[src/rtl/lc3b_types.sv]
// Shared LC-3b types plus the line and beat geometry of the L2 to memory path.
package lc3b_types;

    typedef logic [15:0] lc3b_word;

    localparam int L2_LINESIZE    = 128;
    localparam int MEM_BEAT_WIDTH = 64;

    function automatic int beats_per_line(input int line_w, input int beat_w);
        return line_w / beat_w;
    endfunction

    // Clears the byte-offset bits so the address names a whole line.
    function automatic lc3b_word line_align(input lc3b_word addr, input int line_w);
        return addr & ~lc3b_word'((line_w / 8) - 1);
    endfunction

endpackage

[src/rtl/pmem_burst_responder.sv]
// Moves one L2 line per pmem request as a burst of narrow beats over a
// valid/ready memory bus; a single transaction is in flight at a time.
//
// state   | meaning
// S_IDLE  | waiting for pmem_read / pmem_write
// S_CMD   | burst command offered on the bus
// S_WDATA | sending write beats
// S_WACK  | waiting for the write-complete ack
// S_RDATA | collecting read beats
// S_RESP  | one-cycle pmem_resp pulse
module pmem_burst_responder
    import lc3b_types::*;
#(
    parameter int LINESIZE   = L2_LINESIZE,
    parameter int BEAT_WIDTH = MEM_BEAT_WIDTH
) (
    input  logic                  clk,
    input  logic                  reset,
    input  logic                  pmem_read,
    input  logic                  pmem_write,
    input  logic [15:0]           pmem_address,
    input  logic [LINESIZE-1:0]   pmem_wdata,
    output logic [LINESIZE-1:0]   pmem_rdata,
    output logic                  pmem_resp,
    output logic                  bus_cmd_valid,
    input  logic                  bus_cmd_ready,
    output logic                  bus_cmd_write,
    output logic [15:0]           bus_cmd_addr,
    output logic [BEAT_WIDTH-1:0] bus_wdata,
    output logic                  bus_wvalid,
    input  logic                  bus_wready,
    input  logic                  bus_bvalid,
    input  logic [BEAT_WIDTH-1:0] bus_rdata,
    input  logic                  bus_rvalid
);

    localparam int BEATS = beats_per_line(LINESIZE, BEAT_WIDTH);
    localparam int CNT_W = $clog2(BEATS) + 1;
    localparam int IDX_W = (BEATS > 1) ? $clog2(BEATS) : 1;
    localparam logic [CNT_W-1:0] LAST_BEAT = CNT_W'(BEATS - 1);

    typedef enum logic [2:0] {
        S_IDLE,
        S_CMD,
        S_WDATA,
        S_WACK,
        S_RDATA,
        S_RESP
    } state_t;

    state_t state;
    state_t state_nxt;

    logic [CNT_W-1:0]      cnt;
    logic [IDX_W-1:0]      idx;
    logic                  last_beat;
    logic                  op_write;
    lc3b_word              addr_q;
    logic [BEAT_WIDTH-1:0] line_buf [BEATS];
    logic [LINESIZE-1:0]   rdata_q;
    logic [LINESIZE-1:0]   rd_line;

    assign idx        = cnt[IDX_W-1:0];
    assign last_beat  = (cnt == LAST_BEAT);
    assign pmem_rdata = rdata_q;

    always_ff @(posedge clk) begin
        if (reset) begin
            state <= S_IDLE;
        end else begin
            state <= state_nxt;
        end
    end

    always_comb begin
        state_nxt     = state;
        bus_cmd_valid = 1'b0;
        bus_cmd_write = 1'b0;
        bus_cmd_addr  = '0;
        bus_wvalid    = 1'b0;
        bus_wdata     = '0;
        pmem_resp     = 1'b0;
        case (state)
            S_IDLE: begin
                if (pmem_read || pmem_write) begin
                    state_nxt = S_CMD;
                end
            end
            S_CMD: begin
                bus_cmd_valid = 1'b1;
                bus_cmd_write = op_write;
                bus_cmd_addr  = addr_q;
                if (bus_cmd_ready) begin
                    state_nxt = op_write ? S_WDATA : S_RDATA;
                end
            end
            S_WDATA: begin
                bus_wvalid = 1'b1;
                bus_wdata  = line_buf[idx];
                if (bus_wready && last_beat) begin
                    state_nxt = S_WACK;
                end
            end
            S_WACK: begin
                if (bus_bvalid) begin
                    state_nxt = S_RESP;
                end
            end
            S_RDATA: begin
                if (bus_rvalid && last_beat) begin
                    state_nxt = S_RESP;
                end
            end
            S_RESP: begin
                pmem_resp = 1'b1;
                state_nxt = S_IDLE;
            end
            default: state_nxt = S_IDLE;
        endcase
    end

    // Line as it will look once the beat arriving this cycle lands, so the
    // final beat can go straight into pmem_rdata without an extra cycle.
    always_comb begin
        rd_line = '0;
        for (int i = 0; i < BEATS; i++) begin
            if (IDX_W'(i) == idx) begin
                rd_line[i*BEAT_WIDTH +: BEAT_WIDTH] = bus_rdata;
            end else begin
                rd_line[i*BEAT_WIDTH +: BEAT_WIDTH] = line_buf[i];
            end
        end
    end

    always_ff @(posedge clk) begin
        if (reset) begin
            cnt      <= '0;
            op_write <= 1'b0;
            addr_q   <= '0;
            rdata_q  <= '0;
            for (int i = 0; i < BEATS; i++) begin
                line_buf[i] <= '0;
            end
        end else begin
            case (state)
                S_IDLE: begin
                    if (pmem_read || pmem_write) begin
                        op_write <= pmem_write;
                        addr_q   <= line_align(pmem_address, LINESIZE);
                        cnt      <= '0;
                        for (int i = 0; i < BEATS; i++) begin
                            line_buf[i] <= pmem_wdata[i*BEAT_WIDTH +: BEAT_WIDTH];
                        end
                    end
                end
                S_CMD: begin
                    if (bus_cmd_ready) begin
                        cnt <= '0;
                    end
                end
                S_WDATA: begin
                    if (bus_wready) begin
                        cnt <= cnt + CNT_W'(1);
                    end
                end
                S_RDATA: begin
                    if (bus_rvalid) begin
                        line_buf[idx] <= bus_rdata;
                        cnt           <= cnt + CNT_W'(1);
                        if (last_beat) begin
                            rdata_q <= rd_line;
                        end
                    end
                end
                default: ;
            endcase
        end
    end

endmodule

[config.mk]
export PLATFORM = sky130hd
export DESIGN_NAME = pmem_burst_responder
export DESIGN_NICKNAME = d
export VERILOG_FILES = /design/src/rtl/lc3b_types.sv /design/src/rtl/pmem_burst_responder.sv
export SDC_FILE = /design/constraint.sdc
export NUM_CORES = 1
export LEC_CHECK = 0
export CORE_AREA = 2 2 166 168
export DETAILED_ROUTE_END_ITERATION = 10
export DIE_AREA = 0 0 168 170
export GPL_ROUTABILITY_DRIVEN = 1
export PLACE_DENSITY = 0.82
export SETUP_SLACK_MARGIN = 0.3
export SLEW_MARGIN = 10
export SYNTH_ARGS = -nofsm -noshare
export SYNTH_HDL_FRONTEND = slang
export SYNTH_SLANG_ARGS = --single-unit
export TNS_END_PERCENT = 10
[constraint.sdc]
create_clock -name clk -period 7.55 [get_ports clk]
set_clock_uncertainty 0.1 [all_clocks]
set_input_delay 1.51 -clock clk [delete_from_list [all_inputs] [get_ports clk]]
set_output_delay 1.51 -clock clk [all_outputs]
set_load 0.05 [all_outputs]
== After elaboration in Yosys (flattened, before gate mapping) ==
Memory sizes are Yosys's and may differ from the RTL's. A register that Yosys moved wholly into a read port is not among the register bits.
Index checks and enable logic that the tools add are counted.

* Memories kept: 1
* Logic and storage cells: 66
* Bits in registers: 18
* Bits in writable memories: 128

* Muxes and demuxes: 35
* Add/subtract/negate cells: 1
* Reduce and logical (&&, ||, !) cells: 10
* Bitwise gates (word level): 2
* Equal/unequal tests: 13

{| class="wikitable"
|+ Memories
! name !! depth !! width !! rd ports !! clocked after Yosys merged registers in !! wr ports !! RTL line !! RTL
|-
| line_buf || 2 || 64 || 3 || 3 || 2 || pmem_burst_responder.sv:59 || <nowiki>logic [BEAT_WIDTH-1:0] line_buf [BEATS];</nowiki>
|}

{| class="wikitable"
|+ Operators by type and width
! cell !! number
|-
| 2-to-1 mux 64 bit || 4
|-
| OR reduction 64 bit || 1
|-
| 2-to-1 mux 1 bit || 18
|-
| 2-to-1 mux 3 bit || 6
|-
| 2-to-1 mux 16 bit || 1
|-
| case mux 3 bit (5 select lines) || 1
|-
| != test 2 bit, second input constant || 7
|-
| AND reduction 5 bit || 2
|-
| 2-to-1 mux 2 bit || 4
|-
| case mux 2 bit (4 select lines) || 1
|-
| equality test 3 x 2 -> 1 bit, second input constant || 2
|-
| equality test 3 bit, second input constant || 2
|-
| nonzero test 4 bit || 1
|-
| equality test 3 x 1 -> 1 bit, second input constant || 1
|-
| zero test 3 bit || 1
|-
| AND reduction 3 bit || 1
|-
| adder 2 x 1 -> 2 bit, second input constant || 1
|-
| equality test 2 x 1 -> 1 bit, second input constant || 1
|-
| logical AND 1 bit || 2
|-
| OR 1 bit || 2
|-
| AND reduction 2 bit || 1
|-
| logical OR 1 bit || 1
|}

== Logic depth before layout (Yosys ltp) ==
* Depth in word-level cells: 7
* Depth in mapped cells: 8
* Depth with buffers taken out: 6

== Worst setup path before layout ==
OpenSTA, ideal clock, no wires.

* Path type: in2reg
* Start: input port bus_rvalid
* End: memory line_buf[0][0] (netlist bit) (enable)
* Required time: 7.026 ns
* Library setup time: 0.424 ns
* Path buffers: 2
* Slack: 3.332 ns
* Cell stages on the path: 5
* Data arrival time: 3.695 ns
* Cell sequence: nand4bb_1 or3_1 buf_4 buf_6 nand2_1

{| class="wikitable"
|+ RTL lines
! what !! RTL line !! RTL
|-
| start, declared || pmem_burst_responder.sv:34 || <nowiki>input logic bus_rvalid</nowiki>
|-
| end, declared || pmem_burst_responder.sv:59 ||
|}

== Final worst setup path ==
* Start: register state[0]
* End: output port bus_wdata[33]

* Cells in the longest elaborated chain, start to end: 2

{| class="wikitable"
|+ RTL lines
! what !! RTL line !! RTL
|-
| start, declared || pmem_burst_responder.sv:51 || <nowiki>state_t state;</nowiki>
|-
| start signal, assigned || pmem_burst_responder.sv:71 || <nowiki>state <= state_nxt;</nowiki>
|-
| equality test 3 x 2 -> 1 bit || pmem_burst_responder.sv:83 || <nowiki>case (state)</nowiki>
|-
| 2-to-1 mux 64 bit || pmem_burst_responder.sv:83 ||
|-
| end, declared || pmem_burst_responder.sv:29 || <nowiki>output logic [BEAT_WIDTH-1:0] bus_wdata,</nowiki>
|}

Every way passes these cells.

==> flow_metrics.tcl <==
set metrics [dict create \
    status "finished, final reports clean" \
    drive_gt1_share_pct 3.998 \
    synth.area.top_cells "edfxtp_1 31%, dfxtp_1 24%, nand2_1 13%" \
    ys_seq_area_share_pct 54.29 \
    hold_class "reg2reg" \
    cts_buffers 30 \
    synth_edf_count 128 \
    clock_sinks 275 \
    post_cts_buffers 0 \
    p_leak_uw 0.006814 \
    place_inst 2061 \
    finalNonFillerCells 2118 \
    swShare_pct 27.60 \
    hold_viol_final 0 \
    cts_resized 0 \
    fillers 2116 \
    worstPathCellList "nor2_1 -> nand2_2 -> buf_4 -> nor2_1 -> clkdlybuf4s50_1" \
    min_period_ps 5162 \
    track_usage_pct 29.40 \
    switchingPower_uw 1145 \
    end_kind "output pin" \
    ys_ff_latch 275 \
    ys_top_cells_by_count "417 x nand2_1, 147 x dfxtp_1, 133 x o21ai_0" \
    intPower_uw 3004 \
    cts_tree "done" \
    path_max_fanout 33 \
    cpMostUsedCell "nor2_1" \
    viasPerCell 5.791 \
    root_buffer "clkbuf_16" \
    ff_latch_area_um2 6790 \
    rsz0062_at_grt "no" \
    setup_tns_ps 0 \
    setup_violations 0 \
    cpLargestDelayFamily "buffers and inverters" \
    power.share.clock_pct 37.6 \
    crit_path_start_kind "flop" \
    async_flop_share_pct 0 \
    ant_nets 0 \
    synthesis.area_um2 12500 \
    peakVddDrop_mv 0.1824 \
    area_growth_pct 41.42 \
    cts.htree.levels 1 \
    grt_max_degree 154 \
    crit_type "reg2out" \
    ys_types 37 \
    synth_ff_type "dfxtp_1" \
    gp_congestion 0.8550 \
    slew_viol_final 0 \
    start_util_pct 46.90 \
    design_area_um2 17680 \
    ys_warn_count 0 \
    combPwrFrac_pct 17.0 \
    crit_arrival_ps 3550 \
    wl_um 43570 \
    remaining_drc_errors 0 \
    worst_pin_slew_ps 1148 \
    maxSlewHeadroom_pct 23.48 \
    antenna_found_initial 1 \
    drtIter0Drc 1350 \
    power_uw 4148 \
    synth_top_area_share_pct 30.75 \
    whs_ps 351.3 \
    cp_slowest_cell "dfxtp_1" \
    port_buffers 419 \
    power.density_nw_per_um2 234.7 \
    place_hpwl_um 26840 \
    clkTransAtPathRegs_ps 60 \
    grt_overflow_total 0 \
    synth_top_area_cell "edfxtp_1" \
    die_area_um2 28560 \
    pin_count 428 \
    fin_crit_sh_pct 68.38 \
    nets 1969 \
    grt_pass1_wl_um 66750 \
    dr.pass1.iters 6 \
    core-area_um2 26650 \
    cp_num_buf_inv 2 \
    required_ps 5940 \
    cpPeakStageDelay_ps 750 \
    multi_input_area_um2 5082 \
    die_y_um 170 \
    ctsHoldBuffers 0 \
    placement_rows 60 \
    cap_violations 0 \
    p_seq_share_pct 45.4 \
    vias 12270 \
    yosys.cell_count.top_type "nand2_1" \
    synth.avg_cell_area_um2 8.859 \
    insertion_delay_ps 550 \
    wl_per_cell_um 20.57 \
    grt_pass1_vias 12200 \
    die_w_um 168 \
    place_area_um2 16630 \
    clock_path_buffers 3 \
    max_freq_mhz 193.7 \
    syn_inst 1411 \
]
-- layout by cell type (no fill, tap or decap), drive strengths merged, types with 4 or more instances in the layout --
cell	instances
clkinv	5
bufinv	5
conb	4
edfxtp	128
and2	14
inv	5
clkdlybuf4s50	419
nand3	129
a31oi	128
mux2	4
mux2i	65
o21ai	133
nand2	417
nor3	4
clkbuf	46
nor2b	5
nor2	74
a21oi	16
buf	13
dfxtp	147
-- area by class of cell --
cell class | instances | share of cell area, %
antenna | 1 | 0.01416
clock buffer | 46 | 4.933
tap | 341 | 2.414
multi-input combinational | 1008 | 28.75
clock inverter | 10 | 0.9909
inverter | 5 | 0.1345
timing repair buffer | 432 | 24.35
sequential | 275 | 38.41
-- registers in the layout, summed over array words and instances (netlist names), named ones only --
| signal | flops |
|---|---|
| addr_q | 12 |
| op_write | 1 |
| state | 3 |
| cnt | 2 |
| pmem_rdata | 128 |
| line_buf | 128 |
-- metal layers --
layer / global-route usage [%] / routed length, um / vias to the layer above
met4: 12.21 / 1948 / 0
met3: 6.884 / 4068 / 123
met5: 0 / 0 / -
met2: 50.45 / 21100 / 615
li1: - / - / 5630
met1: 35.70 / 16450 / 5897
-- cells by family after synthesis --
family / share of synthesized area [%]
simple gates: 21.94
compound gates: 12.65
flops: 54.29
buf+inv: 5.415
mux: 5.566
fa+ha+maj: 0.1001
other cells: 0.03000
-- power groups by stage --
stage | Sequential, uW | Clock [uW] | Combinational, uW
2_1_floorplan | 1880 | 0 | 434
3_3_place_gp | 1900 | 0 | 685
3_5_place_dp | 1910 | 0 | 697
4_1_cts | 1880 | 1570 | 705
5_1_grt | 1900 | 1630 | 768
6_report | 1880 | 1560 | 705
-- worst paths after layout --
path	startpoint	slack [ps]	to	depth (start not counted)
worst max register to register	state[2]$_SDFFE_PP0P_	4410	pmem_rdata[36]$_SDFFE_PP0P_	4
worst min-delay path	addr_q[10]$_SDFFE_PP0P_	350	addr_q[10]$_SDFFE_PP0P_	2
worst max-delay path	state[0]$_SDFFE_PP0P_	2390	bus_wdata[33]	5
worst min register to register	addr_q[10]$_SDFFE_PP0P_	350	addr_q[10]$_SDFFE_PP0P_	2
-- stage by stage --
step                utilization (%)  worst slack (ps)
floorplan                         -              3332
global placement              62.39              2725
detailed placement            62.39              2654
CTS                           66.32              2385
global route                  66.33              2245
finish                        66.33              2388
-- worst register-to-register path: cells and delay by family (launching register included) --
family / cells / cell delay [ps]
AOI/OAI and AO/OA: 2 / 590
buffers and inverters: 1 / 600
DFF: 1 / 700
and+or+nand+nor: 1 / 1050
Note: power is estimated with default switching activity, not from simulation.
